===== src/rtl/maze_pkg.sv =====
// Shared maze/motion definitions: one-hot direction codes, opposite-direction helper,
// default grid pitch and the sprite motion state encoding.
package maze_pkg;

    localparam logic [3:0] DIR_NONE = 4'b0000;
    localparam logic [3:0] DIR_L    = 4'b0001;
    localparam logic [3:0] DIR_R    = 4'b0010;
    localparam logic [3:0] DIR_U    = 4'b0100;
    localparam logic [3:0] DIR_D    = 4'b1000;

    localparam int TILE_DEF = 8;

    typedef enum logic [1:0] {
        MOVING  = 2'd0,
        STOPPED = 2'd1,
        FROZEN  = 2'd2
    } motion_state_t;

    // L<->R and U<->D swap; DIR_NONE maps to itself
    function automatic logic [3:0] opposite_dir(input logic [3:0] d);
        return {d[2], d[3], d[0], d[1]};
    endfunction

endpackage


===== src/rtl/sprite_step_calc.sv =====
// Combinational next position for one SPEED-pixel step along a one-hot heading,
// with horizontal tunnel wrap between X_MIN and X_MAX. y never wraps.
module sprite_step_calc
    import maze_pkg::*;
#(
    parameter int X_W   = 10,
    parameter int Y_W   = 10,
    parameter int SPEED = 2,
    parameter int X_MIN = 0,
    parameter int X_MAX = 632
) (
    input  logic [X_W-1:0] x_cur,
    input  logic [Y_W-1:0] y_cur,
    input  logic [3:0]     dir,
    output logic [X_W-1:0] x_next,
    output logic [Y_W-1:0] y_next
);

    // Two guard bits so x-SPEED near zero and x+SPEED near the top never overflow
    localparam int XW2 = X_W + 2;
    localparam logic [XW2-1:0] SPD_X  = XW2'(SPEED);
    localparam logic [XW2-1:0] XMIN_X = XW2'(X_MIN);
    localparam logic [XW2-1:0] XMAX_X = XW2'(X_MAX);
    localparam logic [XW2-1:0] WRAP_L = XW2'(X_MAX + 1 - X_MIN - SPEED);
    localparam logic [XW2-1:0] WRAP_R = XW2'(X_MAX + 1 - X_MIN);

    logic [XW2-1:0] x_ext;
    logic [XW2-1:0] x_inc;

    always_comb begin
        x_ext  = {2'b00, x_cur};
        x_inc  = x_ext + SPD_X;
        x_next = x_cur;
        y_next = y_cur;
        case (dir)
            DIR_L: begin
                if (x_ext < XMIN_X + SPD_X)
                    x_next = X_W'(x_ext + WRAP_L);
                else
                    x_next = X_W'(x_ext - SPD_X);
            end
            DIR_R: begin
                if (x_inc > XMAX_X)
                    x_next = X_W'(x_inc - WRAP_R);
                else
                    x_next = X_W'(x_inc);
            end
            DIR_U:   y_next = y_cur - Y_W'(SPEED);
            DIR_D:   y_next = y_cur + Y_W'(SPEED);
            default: ;
        endcase
    end

endmodule


===== src/rtl/sprite_motion_ctrl.sv =====
// Per-sprite motion engine: position/heading registers, buffered turn requests applied
// at tile alignment, wall stop, freeze hold and tunnel wrap (via sprite_step_calc).
module sprite_motion_ctrl
    import maze_pkg::*;
#(
    parameter int         X_W      = 10,
    parameter int         Y_W      = 10,
    parameter int         INIT_X   = 360,
    parameter int         INIT_Y   = 154,
    parameter logic [3:0] INIT_DIR = 4'b0001,
    parameter int         SPEED    = 2,
    parameter int         TILE     = TILE_DEF,
    parameter int         X_MIN    = 0,
    parameter int         X_MAX    = 632
) (
    input  logic           clk,
    input  logic           rst,
    input  logic           move_tick,
    input  logic           freeze,
    input  logic [3:0]     req_dir,
    input  logic [3:0]     legal_moves,
    output logic [X_W-1:0] xpos,
    output logic [Y_W-1:0] ypos,
    output logic [3:0]     dir,
    output logic           moving,
    output logic           turn_pending,
    output logic           step_done
);

    localparam int TB = $clog2(TILE);

    motion_state_t state, saved_state, cur_state;
    logic [3:0]     pend_dir, pend_next, req_low, turn_dir;
    logic           aligned, take_turn, blocked;
    logic [X_W-1:0] x_next;
    logic [Y_W-1:0] y_next;

    sprite_step_calc #(
        .X_W   (X_W),
        .Y_W   (Y_W),
        .SPEED (SPEED),
        .X_MIN (X_MIN),
        .X_MAX (X_MAX)
    ) u_step (
        .x_cur  (xpos),
        .y_cur  (ypos),
        .dir    (turn_dir),
        .x_next (x_next),
        .y_next (y_next)
    );

    // A request arriving with move_tick is already visible to that tick's decision
    always_comb begin
        req_low   = req_dir & (~req_dir + 4'd1);
        pend_next = (req_dir != DIR_NONE) ? req_low : pend_dir;
        cur_state = (state == FROZEN) ? saved_state : state;
        aligned   = (xpos[TB-1:0] == '0) && (ypos[TB-1:0] == '0);
        turn_dir  = dir;
        take_turn = 1'b0;
        if (cur_state == STOPPED) begin
            if ((pend_next & legal_moves) != DIR_NONE) begin
                turn_dir  = pend_next;
                take_turn = 1'b1;
            end
        end else if ((pend_next != DIR_NONE) && (pend_next == opposite_dir(dir))) begin
            turn_dir  = pend_next;
            take_turn = 1'b1;
        end else if (aligned && ((pend_next & legal_moves) != DIR_NONE)) begin
            turn_dir  = pend_next;
            take_turn = 1'b1;
        end
        if (cur_state == STOPPED)
            blocked = !take_turn;
        else
            blocked = aligned && ((turn_dir & legal_moves) == DIR_NONE);
    end

    always_ff @(posedge clk or posedge rst) begin
        if (rst) begin
            state       <= MOVING;
            saved_state <= MOVING;
            xpos        <= X_W'(INIT_X);
            ypos        <= Y_W'(INIT_Y);
            dir         <= INIT_DIR;
            pend_dir    <= DIR_NONE;
            step_done   <= 1'b0;
        end else begin
            pend_dir  <= pend_next;
            step_done <= 1'b0;
            if (freeze) begin
                state <= FROZEN;
                if (state != FROZEN)
                    saved_state <= state;
            end else begin
                state <= cur_state;
                if (move_tick) begin
                    step_done <= 1'b1;
                    dir       <= turn_dir;
                    if (take_turn)
                        pend_dir <= DIR_NONE;
                    if (blocked) begin
                        state <= STOPPED;
                    end else begin
                        state <= MOVING;
                        xpos  <= x_next;
                        ypos  <= y_next;
                    end
                end
            end
        end
    end

    assign moving       = (state == MOVING);
    assign turn_pending = (pend_dir != DIR_NONE);

endmodule


===== config.mk =====
export PLATFORM = sky130hd
export DESIGN_NAME = sprite_motion_ctrl
export DESIGN_NICKNAME = d
export VERILOG_FILES = /design/src/rtl/maze_pkg.sv /design/src/rtl/sprite_step_calc.sv /design/src/rtl/sprite_motion_ctrl.sv
export SDC_FILE = /design/constraint.sdc
export NUM_CORES = 1
export LEC_CHECK = 0
export ABC_CLOCK_PERIOD_IN_PS = 5300
export CORE_ASPECT_RATIO = 2
export CORE_UTILIZATION = 30
export DETAILED_ROUTE_END_ITERATION = 12
export DONT_BUFFER_PORTS = 1
export PLACE_DENSITY = 0.49
export SETUP_SLACK_MARGIN = 0.15
export SYNTH_ARGS = -nofsm -noshare
export SYNTH_HDL_FRONTEND = slang
export SYNTH_SLANG_ARGS = --single-unit

===== constraint.sdc =====
create_clock -name clk -period 5.3 [get_ports clk]
set_input_delay 1.06 -clock clk [delete_from_list [all_inputs] [get_ports clk]]
set_output_delay 1.06 -clock clk [all_outputs]
set_load 0.03 [all_outputs]

==> flow_metrics.env, run 1 <==
export IMPL_drc=0
export IMPL_avgSynthCellArea_um2=8.85
export IMPL_grt_pass1_wl_um=14800
export IMPL_place_hpwl_um=7080
export IMPL_start_kind="input pin"
export IMPL_cts_buffer_depth=2
export IMPL_die_area_um2=10800
export IMPL_p_sw_frac=0.518
export IMPL_internal_power_mw=1.05
export IMPL_num_rows=52
export IMPL_dpl_cell_count=475
export IMPL_crit_path_end_kind="flip-flop"
export IMPL_vias=2727
export IMPL_critPathKind="input pin to flip-flop"
export IMPL_track_usage=0.182
export IMPL_synth_edff_count=0
export IMPL_final_cells=484
export IMPL_io_buffers=0
export IMPL_cts_hold_buf=0
export IMPL_cp_arrival_ns=4.91
export IMPL_cts_tree="yes"
export IMPL_first_pass_iters=4
export IMPL_drive_above_1_share=0.160
export IMPL_via_per_inst=5.63
export IMPL_ir_drop_v=0.000162
export IMPL_required_ns=5.50
export IMPL_power_density_nw_per_um2=636
export IMPL_syn_num_nets=379
export IMPL_yosys_warnings=0
export IMPL_clkSinkCount=32
export IMPL_slew_headroom=0.476
export IMPL_postSynthCellCount=352
export IMPL_area_growth_pct=9.43
export IMPL_status="finished, final reports clean"
export IMPL_post_route_period_util=0.888
export IMPL_grt_max_degree=33
export IMPL_setup_viol=0
export IMPL_fmax_ghz=0.213
export IMPL_die_w_um=74.1
export IMPL_ys_seq_area_frac=0.261
export IMPL_async_flop_share=1.00
export IMPL_grt_pass1_vias=2901
export IMPL_htree_levels=2
export IMPL_synth_ff_type="dfrtp_1"
export IMPL_start_util=0.309
export IMPL_first_iter_violations=150
export IMPL_clk_latency_ns=0.28
export IMPL_power_frac_seq=0.314
export IMPL_antenna_found_initial=0
export IMPL_fin_skew_ns=0.00395
export IMPL_die_h_um=146
export IMPL_nNetsFinal=375
export IMPL_comb_power_share=0.543
export IMPL_hold_viol=0
export IMPL_antenna_left=0
export IMPL_cap_violations=0
export IMPL_cts_buffers=5
export IMPL_tns_ns=0
export IMPL_ys_ff_latch=32
export IMPL_power_leakage_nw=1.30
export IMPL_clk_pin_slew_ns=0.05
export IMPL_hold_class="flip-flop to flip-flop"
export IMPL_rsz0062_at_grt="false"
export IMPL_drv_slew=0
export IMPL_io_pins=39
export IMPL_core_area_um2=10100
export IMPL_finalCoreUtilization=0.338
export IMPL_reg2reg_slack_ns=0.64
export IMPL_cts_resized=0
export IMPL_clock_power_share=0.143
export IMPL_diodes=0
export IMPL_period_needed_ns=4.70
export IMPL_gr_total_overflow=0
export IMPL_synth_distinct_cells=87
export IMPL_switchingPower_mw=1.12
export IMPL_wl_per_cell_um=18.8
export IMPL_post_cts_buffers=0
export IMPL_gp_congestion=0.844
export IMPL_path_max_fanout=8
export IMPL_synth_cell_area_um2=3120
export IMPL_routed_wl_um=9100
export IMPL_tightest_slew_ns=0.780
export IMPL_root_buffer="clkbuf_16"
[routing by layer]
metal | wire [µm] | global-route usage
met5 | 0 | 0
met4 | 430 | 0.112
met3 | 277 | 0.0235
met2 | 5290 | 0.341
met1 | 3100 | 0.176
[area by class of cell]
type / count / area (µm²)
Multi-Input combinational cell: 284 / 2150
Timing Repair Buffer: 8 / 60.1
Inverter: 17 / 63.8
Sequential cell: 32 / 812
Tap cell: 135 / 169
Fill cell: 1071 / 6670
Clock buffer: 8 / 156
[power by group through the flow]
stage	registers, mW	clock network, mW	logic, mW
final	0.681	0.310	1.18
after global routing	0.706	0.328	1.30
after CTS	0.688	0.318	1.18
after detailed placement	0.692	0	1.17
after global placement	0.691	0	1.15
after floorplan	0.597	0	0.981
[metrics by stage]
| stage | hold WS (ns) | total power [mW] | instance area (µm²) | setup slack, ns |
|---|---|---|---|---|
| 3_3_place_gp | 0.522 | 1.85 | 3250 | 0.174 |
| 2_1_floorplan | 0.493 | 1.58 | 3120 | 0.604 |
| 6_report | 0.535 | 2.17 | 3410 | 0.596 |
| 5_1_grt | 0.586 | 2.34 | 3410 | 0.204 |
| 3_5_place_dp | 0.525 | 1.86 | 3250 | 0.0795 |
| 4_1_cts | 0.539 | 2.18 | 3400 | 0.376 |
[state kept, by name (all words and copies together), names as in the netlist]
register     count
step_done        1
ypos             9
pend_dir         4
xpos            10
state            2
saved_state      2
dir              4
[synth_stat cells, types with 4 or more instances]
cell type	number	area [µm²]
buf_2	4	20.0
xnor2_1	17	149
nand3_1	15	75.1
nand4_1	11	68.8
xor2_1	6	52.6
dfrtp_1	23	576
o211ai_1	7	52.6
ha_1	14	175
a21oi_1	17	85.1
nor2_1	24	90.1
mux2_4	7	105
nor3_1	10	50.1
o21bai_1	6	45.0
o21ai_0	14	70.1
nand2b_1	4	25.0
clkbuf_1	11	41.3
a211oi_1	5	37.5
inv_1	17	63.8
dfstp_2	9	236
nand2_1	26	97.6
o2111ai_1	4	35.0
[critical path: stages]
cell and delay [ns]:
nor4b_1 0.39, nor2_1 0.20, o32ai_1 0.30, o21ai_2 0.21, mux2i_4 0.24, a222oi_1 0.34
buf_4 0.18, inv_1 0.13, fa_1 0.44, a21o_1 0.18, a21oi_1 0.22, o21bai_1 0.09
a21oi_1 0.22, o21bai_1 0.08, a21oi_1 0.18, xnor2_1 0.10, nor3b_2 0.18, xor2_1 0.16
[kinds of logic after synthesis]
| group | count (synthesis) | synth area share |
|---|---|---|
| flip-flops | 32 | 0.261 |
| XOR/XNOR | 25 | 0.0787 |
| other | 1 | 0.00120 |
| AND/OR/NAND/NOR | 124 | 0.218 |
| adder cells (fa/ha/maj) | 15 | 0.0626 |
| AO/OA/AOI/OAI | 105 | 0.268 |
| multiplexers | 14 | 0.0614 |
| buffers and inverters | 36 | 0.0498 |
[placed cells by master (no fill, tap or decap), drive strengths merged, types with 5 or more instances in the layout]
cell and n:
nand3 16, xnor2 19, xor2 6, a21oi 17, clkbuf 8, dfstp 9, o21ai 17, o211ai 7
buf 8, nand4 11, nor3 10, inv 17, a21boi 5, mux2 10, nand2 27, ha 14
o21bai 7, dfrtp 23, nor2 25, a211oi 5
[final timing paths]
check / startpoint / endpoint / depth (start not counted)
min: saved_state[0]$_DFFE_PP0P_ / saved_state[0]$_DFFE_PP0P_ / 2
min in group asynchronous: rst / xpos[9]$_DFFE_PP0P_ / 2
max reg2reg: xpos[0]$_DFFE_PP0P_ / ypos[9]$_DFFE_PP0P_ / 20
min reg2reg: saved_state[0]$_DFFE_PP0P_ / saved_state[0]$_DFFE_PP0P_ / 2
max: req_dir[1] / ypos[9]$_DFFE_PP0P_ / 18
max in group asynchronous: rst / xpos[3]$_DFFE_PP1P_ / 2
Note: power is estimated with default switching activity, not from simulation.
==> run 2: changes to the inputs <==
--- a/config.mk
+++ b/config.mk
@@ -7,11 +7,12 @@
 export LEC_CHECK = 0
 export ABC_CLOCK_PERIOD_IN_PS = 5300
 export CORE_ASPECT_RATIO = 2
-export CORE_UTILIZATION = 30
+export CORE_UTILIZATION = 45
 export DETAILED_ROUTE_END_ITERATION = 12
 export DONT_BUFFER_PORTS = 1
-export PLACE_DENSITY = 0.49
+export PLACE_DENSITY = 0.65
 export SETUP_SLACK_MARGIN = 0.15
 export SYNTH_ARGS = -nofsm -noshare
 export SYNTH_HDL_FRONTEND = slang
+export SYNTH_HIERARCHICAL = 1
 export SYNTH_SLANG_ARGS = --single-unit
==> flow_metrics.env, run 2 <==
export IMPL_tns_ns=0
export IMPL_wl_per_cell_um=17.4
export IMPL_synth_ff_type="dfrtp_1"
export IMPL_htree_levels=2
export IMPL_clk_pin_slew_ns=0.06
export IMPL_yosys_area_top_type="dfrtp_1"
export IMPL_diodes=0
export IMPL_synth_compound_area_frac=0.206
export IMPL_first_iter_violations=152
export IMPL_power_density_nw_per_um2=630
export IMPL_routed_wl_um=7470
export IMPL_power_leakage_nw=1.33
export IMPL_place_hpwl_um=5440
export IMPL_path_common_cell="mux2i_1"
export IMPL_nFillCells=631
export IMPL_postSynthCellCount=345
export IMPL_core_area_um2=6410
export IMPL_p_sw_frac=0.506
export IMPL_vias=2642
export IMPL_period_needed_ns=4.76
export IMPL_ys_ff_latch=33
export IMPL_top_regs="xpos x10, ypos x10"
export IMPL_drv_slew=0
export IMPL_num_rows=41
export IMPL_grt_pass1_wl_um=12200
export IMPL_ys_seq_area_frac=0.277
export IMPL_final_cell_mix="nand2_1 (32), nor2_1 (24), dfrtp_1 (24)"
export IMPL_synth_edff_count=0
export IMPL_yosysTopAreaCellShare=0.199
export IMPL_start_util=0.471
export IMPL_switchingPower_mw=1.03
export IMPL_place_ws_ns=0.284
export IMPL_fin_skew_ns=0.0127
export IMPL_drc=0
export IMPL_avgSynthCellArea_um2=8.76
export IMPL_status="finished, final reports clean"
export IMPL_grt_max_degree=34
export IMPL_cts_buffers=5
export IMPL_synth_distinct_cells=66
export IMPL_first_pass_iters=5
export IMPL_post_route_period_util=0.899
export IMPL_max_stage_delay_ns=0.49
export IMPL_fin_ws_ns=0.536
export IMPL_start_kind="input pin"
export IMPL_syn_num_nets=372
export IMPL_die_w_um=59.9
export IMPL_synth_xor_area_frac=0.0464
export IMPL_internal_power_mw=1.01
export IMPL_io_buffers=0
export IMPL_required_ns=5.47
export IMPL_cts_buffer_depth=2
export IMPL_die_h_um=118
export IMPL_yosys_warnings=6
export IMPL_synth_common_cells="nand2_1 (32), dfrtp_1 (24), nor2_1 (24)"
export IMPL_synth_top_family_by_area="simple AND/OR/NAND/NOR gates"
export IMPL_ir_drop_v=0.000317
export IMPL_die_area_um2=7070
export IMPL_worstPathCellList="o21bai_1 > or4_1 > and4_1 > nand4_1 > nand2_1 > mux2i_1 > nor2_1 > nand3b_1 > fa_1 > a21o_1 > a21oi_1 > o21ai_0 > o41ai_1 > mux2i_1 > xor2_1 > mux2_4"
export IMPL_gp_congestion=0.866
export IMPL_final_common_cell="nand2_1"
export IMPL_cp_arrival_ns=4.94
export IMPL_cts_hold_buf=0
export IMPL_area_growth_pct=6.87
export IMPL_fmax_ghz=0.210
export IMPL_grt_pass1_vias=2657
export IMPL_comb_power_share=0.534
export IMPL_clk_latency_ns=0.30
export IMPL_synth_most_common_cell="nand2_1"
export IMPL_antenna_left=0
export IMPL_dpl_cell_count=421
export IMPL_cap_violations=0
export IMPL_clkSinkCount=33
export IMPL_drive_above_1_share=0.143
export IMPL_setup_viol=0
export IMPL_clock_power_share=0.144
export IMPL_gr_total_overflow=0
export IMPL_tightest_slew_ns=0.761
export IMPL_cts_resized=0
export IMPL_root_buffer="clkbuf_16"
export IMPL_async_flop_share=1.00
export IMPL_synth_fa_ha_area_frac=0.0646
export IMPL_nNetsFinal=369
export IMPL_via_per_inst=6.16
export IMPL_yosys_area_share_simple=0.226
export IMPL_slew_headroom=0.493
export IMPL_path_max_fanout=7
export IMPL_crit_path_end_kind="flip-flop"
export IMPL_hold_class="flip-flop to flip-flop"
export IMPL_hold_viol=0
export IMPL_track_usage=0.227
export IMPL_critPathKind="input pin to flip-flop"
export IMPL_total_power_mw=2.03
export IMPL_io_pins=39
export IMPL_post_cts_buffers=0
export IMPL_rsz0062_at_grt="false"
export IMPL_cts_tree="yes"
export IMPL_antenna_found_initial=0
export IMPL_yosys_mux_area_fraction=0.131
export IMPL_synth_cell_area_um2=3020
export IMPL_final_cells=429
export IMPL_worst_path_max_delay_cell="fa_1"
export IMPL_power_frac_seq=0.322
export IMPL_synth_area_top_cells="dfrtp_1 (20%), dfstp_2 (7.8%), ha_1 (5.8%)"
## run 2: cell count changes in the layout (fill, tap and decap cells not counted), sizes merged, moves of 7 or more
cell   previous run  this run
xnor2            19         7
mux2             10        22
o21ai            17        26
mux2i             4        11
## run 2: layer usage
| metal | track usage | share of wire | routed length (µm) |
|---|---|---|---|
| met3 | 0.0451 | 0.049 | 367 |
| met2 | 0.395 | 0.54 | 4030 |
| met5 | 0 | 0 | 0 |
| met4 | 0.131 | 0.027 | 198 |
| met1 | 0.239 | 0.38 | 2870 |
## run 2: power by group through the flow
stage	Clock, mW	Combinational (mW)	Sequential (mW)
after global placement	0	1.05	0.657
after floorplan	0	0.897	0.597
after CTS	0.298	1.08	0.655
after detailed placement	0	1.08	0.659
after global routing	0.313	1.21	0.676
final	0.294	1.09	0.654
## run 2: final timing paths
check                                                start                         end  slack, ns  cells after the start
worst min register to register  saved_state[1]$_DFFE_PP0P_  saved_state[1]$_DFFE_PP0P_       0.55                      2
worst max-delay path                            req_dir[0]         ypos[9]$_DFFE_PP0P_       0.54                     16
worst min-delay path            saved_state[1]$_DFFE_PP0P_  saved_state[1]$_DFFE_PP0P_       0.55                      2
max in group asynchronous                              rst         xpos[5]$_DFFE_PP1P_       4.19                      2
worst max register to register          dir[2]$_DFFE_PP0P_         ypos[9]$_DFFE_PP0P_       0.82                     15
min in group asynchronous                              rst         xpos[9]$_DFFE_PP0P_       0.76                      2
## run 2: logic make-up after synthesis
kind of cell / Yosys count
AO/OA/AOI/OAI: 92
AND/OR/NAND/NOR: 124
XOR/XNOR: 16
adder cells (fa/ha/maj): 15
buffers and inverters: 32
multiplexers: 33
flip-flops: 33
## run 2: through the flow
| step | utilization | hold WS, ns | instance area [µm²] |
|---|---|---|---|
| 6_report | 0.504 | 0.547 | 3230 |
| 5_1_grt | 0.504 | 0.588 | 3230 |
| 3_3_place_gp | 0.481 | 0.511 | 3090 |
| 3_5_place_dp | 0.481 | 0.538 | 3090 |
| 4_1_cts | 0.504 | 0.552 | 3230 |
| 2_1_floorplan | - | 0.492 | 3020 |
## run 2: critical path: cells and delay by family
kind / cells / cell delay, ns
multiplexers: 3 / 0.75
adder cells (fa/ha/maj): 1 / 0.49
AND/OR/NAND/NOR: 6 / 1.49
AO/OA/AOI/OAI: 5 / 1.06
XOR/XNOR: 1 / 0.09
## run 2: layout make-up
cell class                 instances  area (µm²)  area share
timing repair buffer               6        45.0      0.0139
clock inverter                     3        17.5     0.00542
tap                               86         108      0.0333
clock buffer                       5         125      0.0387
multi-input combinational        280        2040       0.631
sequential                        33         837       0.259
inverter                          16        60.1      0.0186
